$ cat src/rtl/ctta_pkg.sv
// Shared definitions for the CTTA datapath and its operand loader.
package ctta_pkg;

  localparam int CTTA_DW = 4;

  typedef enum logic [1:0] {
    S_A    = 2'd0,
    S_B    = 2'd1,
    S_C    = 2'd2,
    S_DONE = 2'd3
  } state_t;

endpackage

$ cat src/rtl/ctta_debounce.sv
// Button debouncer: out follows in only after in has held a new level for
// DB_CYCLES consecutive clocks. Used by ctta_operand_loader under CTTA_LOADER_DEBOUNCE_EN.
module ctta_debounce #(
  parameter int DB_CYCLES = 16
) (
  input  logic clk,
  input  logic rst,
  input  logic in,
  output logic out
);

  localparam int CW = $clog2(DB_CYCLES + 1);
  localparam logic [CW-1:0] LAST = CW'(DB_CYCLES - 1);

  logic [CW-1:0] cnt;

  // The counter restarts whenever the input agrees with the current output,
  // so any glitch shorter than the window is forgotten.
  always_ff @(posedge clk or posedge rst) begin
    if (rst) begin
      cnt <= '0;
      out <= 1'b1;
    end else if (in == out) begin
      cnt <= '0;
    end else if (cnt == LAST) begin
      out <= in;
      cnt <= '0;
    end else begin
      cnt <= cnt + 1'b1;
    end
  end

endmodule

$ cat src/rtl/ctta_operand_loader.sv
// Sequential A/B/C operand capture front-end for the CTTA add/subtract stage.
// Optional load-button debounce is compiled in with CTTA_LOADER_DEBOUNCE_EN.
module ctta_operand_loader
  import ctta_pkg::*;
#(
  parameter int DW        = CTTA_DW,
  parameter int DB_CYCLES = 16
) (
  input  logic          clk,
  input  logic          rst,
  input  logic [DW-1:0] din,
  input  logic          load_btn,
  input  logic          ctrl_in,
  input  logic          clear_btn,
  output logic [DW-1:0] A,
  output logic [DW-1:0] B,
  output logic [DW-1:0] C,
  output logic          ctrl,
  output logic          valid,
  output logic [1:0]    state
);

  if (DB_CYCLES < 1) begin : g_db_check
    $error("ctta_operand_loader: DB_CYCLES must be at least 1");
  end

  logic   load_lvl;
  logic   load_q;
  logic   load_pulse;
  state_t state_q;

`ifdef CTTA_LOADER_DEBOUNCE_EN
  ctta_debounce #(
    .DB_CYCLES(DB_CYCLES)
  ) u_debounce (
    .clk (clk),
    .rst (rst),
    .in  (load_btn),
    .out (load_lvl)
  );
`else
  assign load_lvl = load_btn;
`endif

  // load_q resets high so a button held through reset gives no pulse.
  assign load_pulse = load_lvl & ~load_q;
  assign state      = state_q;

  always_ff @(posedge clk or posedge rst) begin
    if (rst) begin
      state_q <= S_A;
      A       <= '0;
      B       <= '0;
      C       <= '0;
      ctrl    <= 1'b0;
      valid   <= 1'b0;
      load_q  <= 1'b1;
    end else begin
      load_q <= load_lvl;
      if (clear_btn) begin
        state_q <= S_A;
        A       <= '0;
        B       <= '0;
        C       <= '0;
        ctrl    <= 1'b0;
        valid   <= 1'b0;
      end else if (load_pulse) begin
        unique case (state_q)
          S_A: begin
            A       <= din;
            state_q <= S_B;
          end
          S_B: begin
            B       <= din;
            state_q <= S_C;
          end
          S_C: begin
            C       <= din;
            ctrl    <= ctrl_in;
            valid   <= 1'b1;
            state_q <= S_DONE;
          end
          S_DONE: begin
            // Restart the sequence: old B/C/ctrl stay but are no longer valid.
            A       <= din;
            valid   <= 1'b0;
            state_q <= S_B;
          end
          default: state_q <= S_A;
        endcase
      end
    end
  end

endmodule
$ cat config.mk
export PLATFORM = sky130hd
export DESIGN_NAME = ctta_operand_loader
export DESIGN_NICKNAME = d
export VERILOG_FILES = /design/src/rtl/ctta_pkg.sv /design/src/rtl/ctta_debounce.sv /design/src/rtl/ctta_operand_loader.sv
export SDC_FILE = /design/constraint.sdc
export NUM_CORES = 1
export LEC_CHECK = 0
export CAP_MARGIN = 20
export CORE_MARGIN = 2
export CORE_UTILIZATION = 40
export CTS_CLUSTER_DIAMETER = 50
export DETAILED_ROUTE_END_ITERATION = 8
export PLACE_DENSITY_LB_ADDON = 0.25
export SETUP_SLACK_MARGIN = 0.05
export SKIP_LAST_GASP = 1
export SYNTH_ARGS = -nofsm -noshare
export SYNTH_HDL_FRONTEND = slang
export SYNTH_SLANG_ARGS = --single-unit
export TNS_END_PERCENT = 20
$ cat constraint.sdc
create_clock -name clk -period 3.01 [get_ports clk]
set_clock_uncertainty 0.15 [all_clocks]
set_input_delay 0.301 -clock clk [delete_from_list [all_inputs] [get_ports clk]]
set_output_delay 0.301 -clock clk [all_outputs]
set_load 0.02 [all_outputs]
==> impl_metrics.yaml, run 1 <==
synthesis:
  yosys_warnings: 0
  yosysSeqAreaShare_pct: 51.6
  synth_area_leaders: "dfrtp_1, mux2i_1, nand2b_1"
  yosysMostFrequentCell: "nand2b_1"
  synth_nets: 80
  async_reset_ff_share_pct: 100
  syn_inst: 68
  synth_area_per_cell_um2: 12.2
  yosysUniqueCellTypes: 13
  synth_edf_count: 0
  yosysTopAreaCell: "dfrtp_1"
  ys_ff_latch: 17
  syn_area_um2: 827
  synth.top_cell.area_share_pct: 48.4
  synth_commonest_cells: "nand2b_1, dfrtp_1, mux2i_1"
  synth_ff_type: "dfrtp_1"
detailed_routing:
  drt-initial-drc-count: 3
  post_drt_wl_per_cell_um: 13.4
  via_per_inst: 4.72
  num_vias: 571
  drt_wl_total_mm: 1.62
  drc: 0
  ant_nets: 0
  drt_pre_antenna_iters: 3
sta:
  worst_slew_pin_slew_ns: 0.644
  slew_headroom_pct: 57.0
  setup_viol: 0
  slew_violations: 0
  fin_crit_ns: 1.80
  max_freq_mhz: 557
  fin_setup_tns_ns: 0
  rsz0062_at_grt: "false"
  hold_viol: 0
  setup_ws_ns: 1.21
  timing.final.crit_share_pct: 59.7
die:
  num_rows: 16
  die_y_um: 49.5
  dieArea_um2: 2450
  start_util_pct: 42.2
  io_pins: 25
  die_w_um: 49.5
  fp.coreArea_um2: 1960
cells_and_area:
  layout.cells.non_filler: 121
  diodes: 0
  final_nets: 107
  drive_gt1_share_pct: 9.57
  final_area_um2: 1120
  area_growth_pct: 35.6
worst_setup_path:
  worst-path-buf-inv: 1
  critPathKind: "reg -> out"
  cp_top_family: "buffers and inverters"
  crit_chain: "clkdlybuf4s50_1"
  arrival_ns: 1.35
  start_kind: "register"
  crit_slowest_cell: "clkdlybuf4s50_1"
  cp.required_ns: 2.56
  max_stage_delay_ns: 0.63
  end_kind: "output pin"
  cp_max_fo: 4
placement:
  place_area_um2: 1090
  place_hpwl_mm: 1.17
  place_ws_ns: 1.29
  place.gp.congestion: 0.742
  io_buffers: 24
  dp.cells: 117
global_routing:
  track_usage_pct: 15.5
  grt_overflow_total: 0
  grt_max_degree: 22
  grt_pass1_wl_mm: 2.73
  antenna_found_initial: 0
  grt_pass1_vias: 622
clocking:
  cts_sinks: 17
  post-cts-setup-buffers: 0
  cts-htree-levels: 1
  ctsHoldBuffers: 0
  ctsResizeCount: 0
  clk-insertion-delay-late_ns: 0.30
  clk_pin_slew_ns: 0.11
  cts_root_buf: "clkbuf_4"
  cts_buffers: 3
  clockBufferDepth: 2
  cts_tree: "built"
flow_run:
  drv_cap: 0
power_and_ir_drop:
  p_leak_nw: 0.517
  power.density_nw_per_um2: 391
  power_mw: 0.438
  peakVddDrop_mv: 0.276
run_status:
  status: "finished clean"
worst_hold_path:
  worstHoldPathType: "in -> async"
## where the power goes
part           switching, mW  internal, mW
registers            0.00609         0.237
clock network         0.0755        0.0495
logic                 0.0339        0.0368
total                  0.115         0.323
## logic make-up (layout without fill, tap and decap cells)
logic type / Yosys count / in the layout / share of synthesized area [%]
AO/OA/AOI/OAI: 3 / 3 / 3.78
adder cells (fa/ha/maj): 3 / 3 / 4.54
buffers and inverters: 7 / 33 / 3.18
flip-flops: 17 / 17 / 51.6
multiplexers: 13 / 13 / 15.7
AND/OR/NAND/NOR: 25 / 25 / 21.2
## registers in the layout, summed over array words and instances, names as in the netlist
signal	flops
ctrl	1
load_q	1
state	2
C	4
B	4
A	4
valid	1
## path summary, 6_finish.rpt
path | startpoint | slack, ns | endpoint | cells past startpoint
max in group asynchronous | rst | 2.06 | C[3] | 2
hold reg to reg | C[2] | 0.40 | C[2] | 2
setup reg to reg | state[0] | 1.53 | state[1] | 4
setup / recovery | state[0] | 1.21 | state[0] | 1
min in group clk | C[2] | 0.40 | C[2] | 2
hold / removal | rst | 0.22 | state[0] | 2
## cell usage in the layout, fill, tap and decap left out, drive strengths merged, types with 2 or more instances in the layout
cell type / count
clkdlybuf4s50: 24
nand2b: 19
dfrtp: 16
mux2i: 13
inv: 5
nand3b: 3
ha: 3
clkbuf: 3
and3b: 3
a211oi: 2
## per-layer routing
metal | vias to the layer above | global-route usage, % | wire [µm] | part of all wire (%)
li1 | 278 | - | - | -
met1 | 275 | 17.4 | 750 | 46
met2 | 16 | 26.1 | 782 | 48
met3 | 2 | 5.76 | 67 | 4.1
met4 | 0 | 6.94 | 21 | 1.3
met5 | - | 0 | 0 | 0
## metrics by stage
stage | util, % | hold WS (ns)
floorplan | - | 0.0763
global placement | 55.7 | 0.380
detailed placement | 55.7 | 0.385
CTS | 57.1 | 0.240
global route | 57.1 | 0.285
finish | 57.1 | 0.222
## cell type report
class / instances / area (µm²)
clock buffers: 3 / 22.5
clock inverters: 1 / 5.00
flip-flops and latches: 17 / 427
repair buffers: 24 / 240
well taps: 27 / 33.8
multi-input cells: 44 / 374
inverters: 5 / 18.8
fillers: 193 / 841
Note: power is estimated with default switching activity, not from simulation.
==> inputs of run 2 (changes only) <==
==> constraint.sdc (replaced) <==
create_clock -name clk -period 1.7 [get_ports clk]
set_clock_uncertainty 0.15 [all_clocks]
set_input_delay 0.17 -clock clk [delete_from_list [all_inputs] [get_ports clk]]
set_output_delay 0.17 -clock clk [all_outputs]
set_load 0.02 [all_outputs]
==> impl_metrics.yaml, run 2 (same netlist as run 1, synthesis figures left out) <==
flow_run:
  drv_cap: 0
power_and_ir_drop:
  power_mw: 0.768
  comb_power_share_pct: 16.6
  swShare_pct: 25.4
  peakVddDrop_mv: 0.703
  p_int_mw: 0.573
  switchingPower_mw: 0.195
  clockPowerShare_pct: 27.5
  power_frac_seq_pct: 55.9
  p_leak_nw: 0.546
  power.density_nw_per_um2: 675
cells_and_area:
  final_area_um2: 1140
  layout_commonest_cell: "clkdlybuf4s50_1"
  diodes: 0
  layout.cells.non_filler: 123
  reg_top3: "A (4), B (4), C (4)"
  nFillCells: 200
  final_nets: 109
  area_growth_pct: 37.5
  drive_gt1_share_pct: 11.5
  final_util_pct: 58.0
  most-common-layout-cells: "clkdlybuf4s50_1, nand2b_1, dfrtp_1"
detailed_routing:
  num_vias: 589
  drt_pre_antenna_iters: 4
  drc: 0
  ant_nets: 0
  via_per_inst: 4.79
  drt_wl_total_mm: 1.58
  drt-initial-drc-count: 8
  post_drt_wl_per_cell_um: 12.8
sta:
  rsz0062_at_grt: "true"
  fin_crit_ns: 1.60
  setup_viol: 0
  hold_viol: 0
  timing.final.crit_share_pct: 94.1
  slew_violations: 0
  slew_headroom_pct: 83.7
  worst_slew_pin_slew_ns: 0.244
  fin_setup_tns_ns: 0
  max_freq_mhz: 625
  setup_ws_ns: 0.0998
  holdWs_ns: 0.0277
placement:
  io_buffers: 24
  place_hpwl_mm: 1.18
  place_area_um2: 1110
  place_ws_ns: 0.212
  place.gp.congestion: 0.744
  dp.cells: 119
die:
  num_rows: 16
  fp.coreArea_um2: 1960
  start_util_pct: 42.2
  dieArea_um2: 2450
  io_pins: 25
  die_y_um: 49.5
  die_w_um: 49.5
clocking:
  cts_buffers: 3
  clk_pin_slew_ns: 0.10
  cts_sinks: 17
  cts-htree-levels: 1
  clk-insertion-delay-late_ns: 0.29
  ctsResizeCount: 1
  cts_tree: "built"
  post-cts-setup-buffers: 0
  cts_root_buf: "clkbuf_4"
  ctsHoldBuffers: 0
  clockBufferDepth: 2
worst_setup_path:
  start_kind: "register"
  cp_top_family: "buffers and inverters"
  cp_max_fo: 2
  worst-path-buf-inv: 1
  arrival_ns: 1.28
  reg2reg_slack_ns: 0.24
  r2r-end: "state[1]"
  crit_slowest_cell: "clkdlybuf4s50_1"
  timing.rr.start: "state[0]"
  cp.required_ns: 1.38
  max_stage_delay_ns: 0.61
  end_kind: "output pin"
  worst-r2r-cell-count: 4
  crit_chain: "clkdlybuf4s50_1"
  critPathKind: "reg -> out"
worst_hold_path:
  worstHoldPathType: "in -> async"
run_status:
  status: "finished clean"
global_routing:
  grt_max_degree: 22
  antenna_found_initial: 0
  grt_overflow_total: 0
  grt_pass1_wl_mm: 2.77
  grt_pass1_vias: 616
  track_usage_pct: 14.9
-- run 2: final cells by class --
class,instances,area [µm²],share of cell area [%]
clock inverters,1,5.00,0.440
clock buffers,3,22.5,1.98
inverters,5,18.8,1.65
flip-flops and latches,17,427,37.5
repair buffers,26,256,22.6
well taps,27,33.8,2.97
multi-input cells,44,374,32.9
-- run 2: worst min-delay path: cells and delay by family --
family   cells  cell delay, ns
buf+inv      3            0.67
-- run 2: worst max path at each step --
stage                         from  endpoint  slack [ns]  cells after the start
after detailed placement  load_btn      C[3]        0.21                      3
after global routing          C[1]      C[1]        0.04                      1
after CTS                 state[0]  state[0]        0.04                      1
after floorplan           state[0]  state[1]        0.20                      4
after global placement    load_btn      B[2]        0.23                      3
final                         C[2]      C[2]         0.1                      1
-- run 2: power groups by stage --
stage	logic [mW]	registers, mW	clock network, mW
final	0.127	0.429	0.211
after global placement	0.129	0.437	0
after global routing	0.139	0.432	0.243
after floorplan	0.0542	0.451	0
after detailed placement	0.130	0.437	0
after CTS	0.130	0.430	0.222
-- run 2: metal layers --
| layer | up-vias | share of wire, % | track usage, % |
|---|---|---|---|
| met5 | - | 0 | 0 |
| met4 | 0 | 0.89 | 4.17 |
| met3 | 2 | 5.1 | 4.85 |
| met2 | 17 | 49 | 25.0 |
| met1 | 289 | 45 | 18.4 |
| li1 | 281 | - | - |
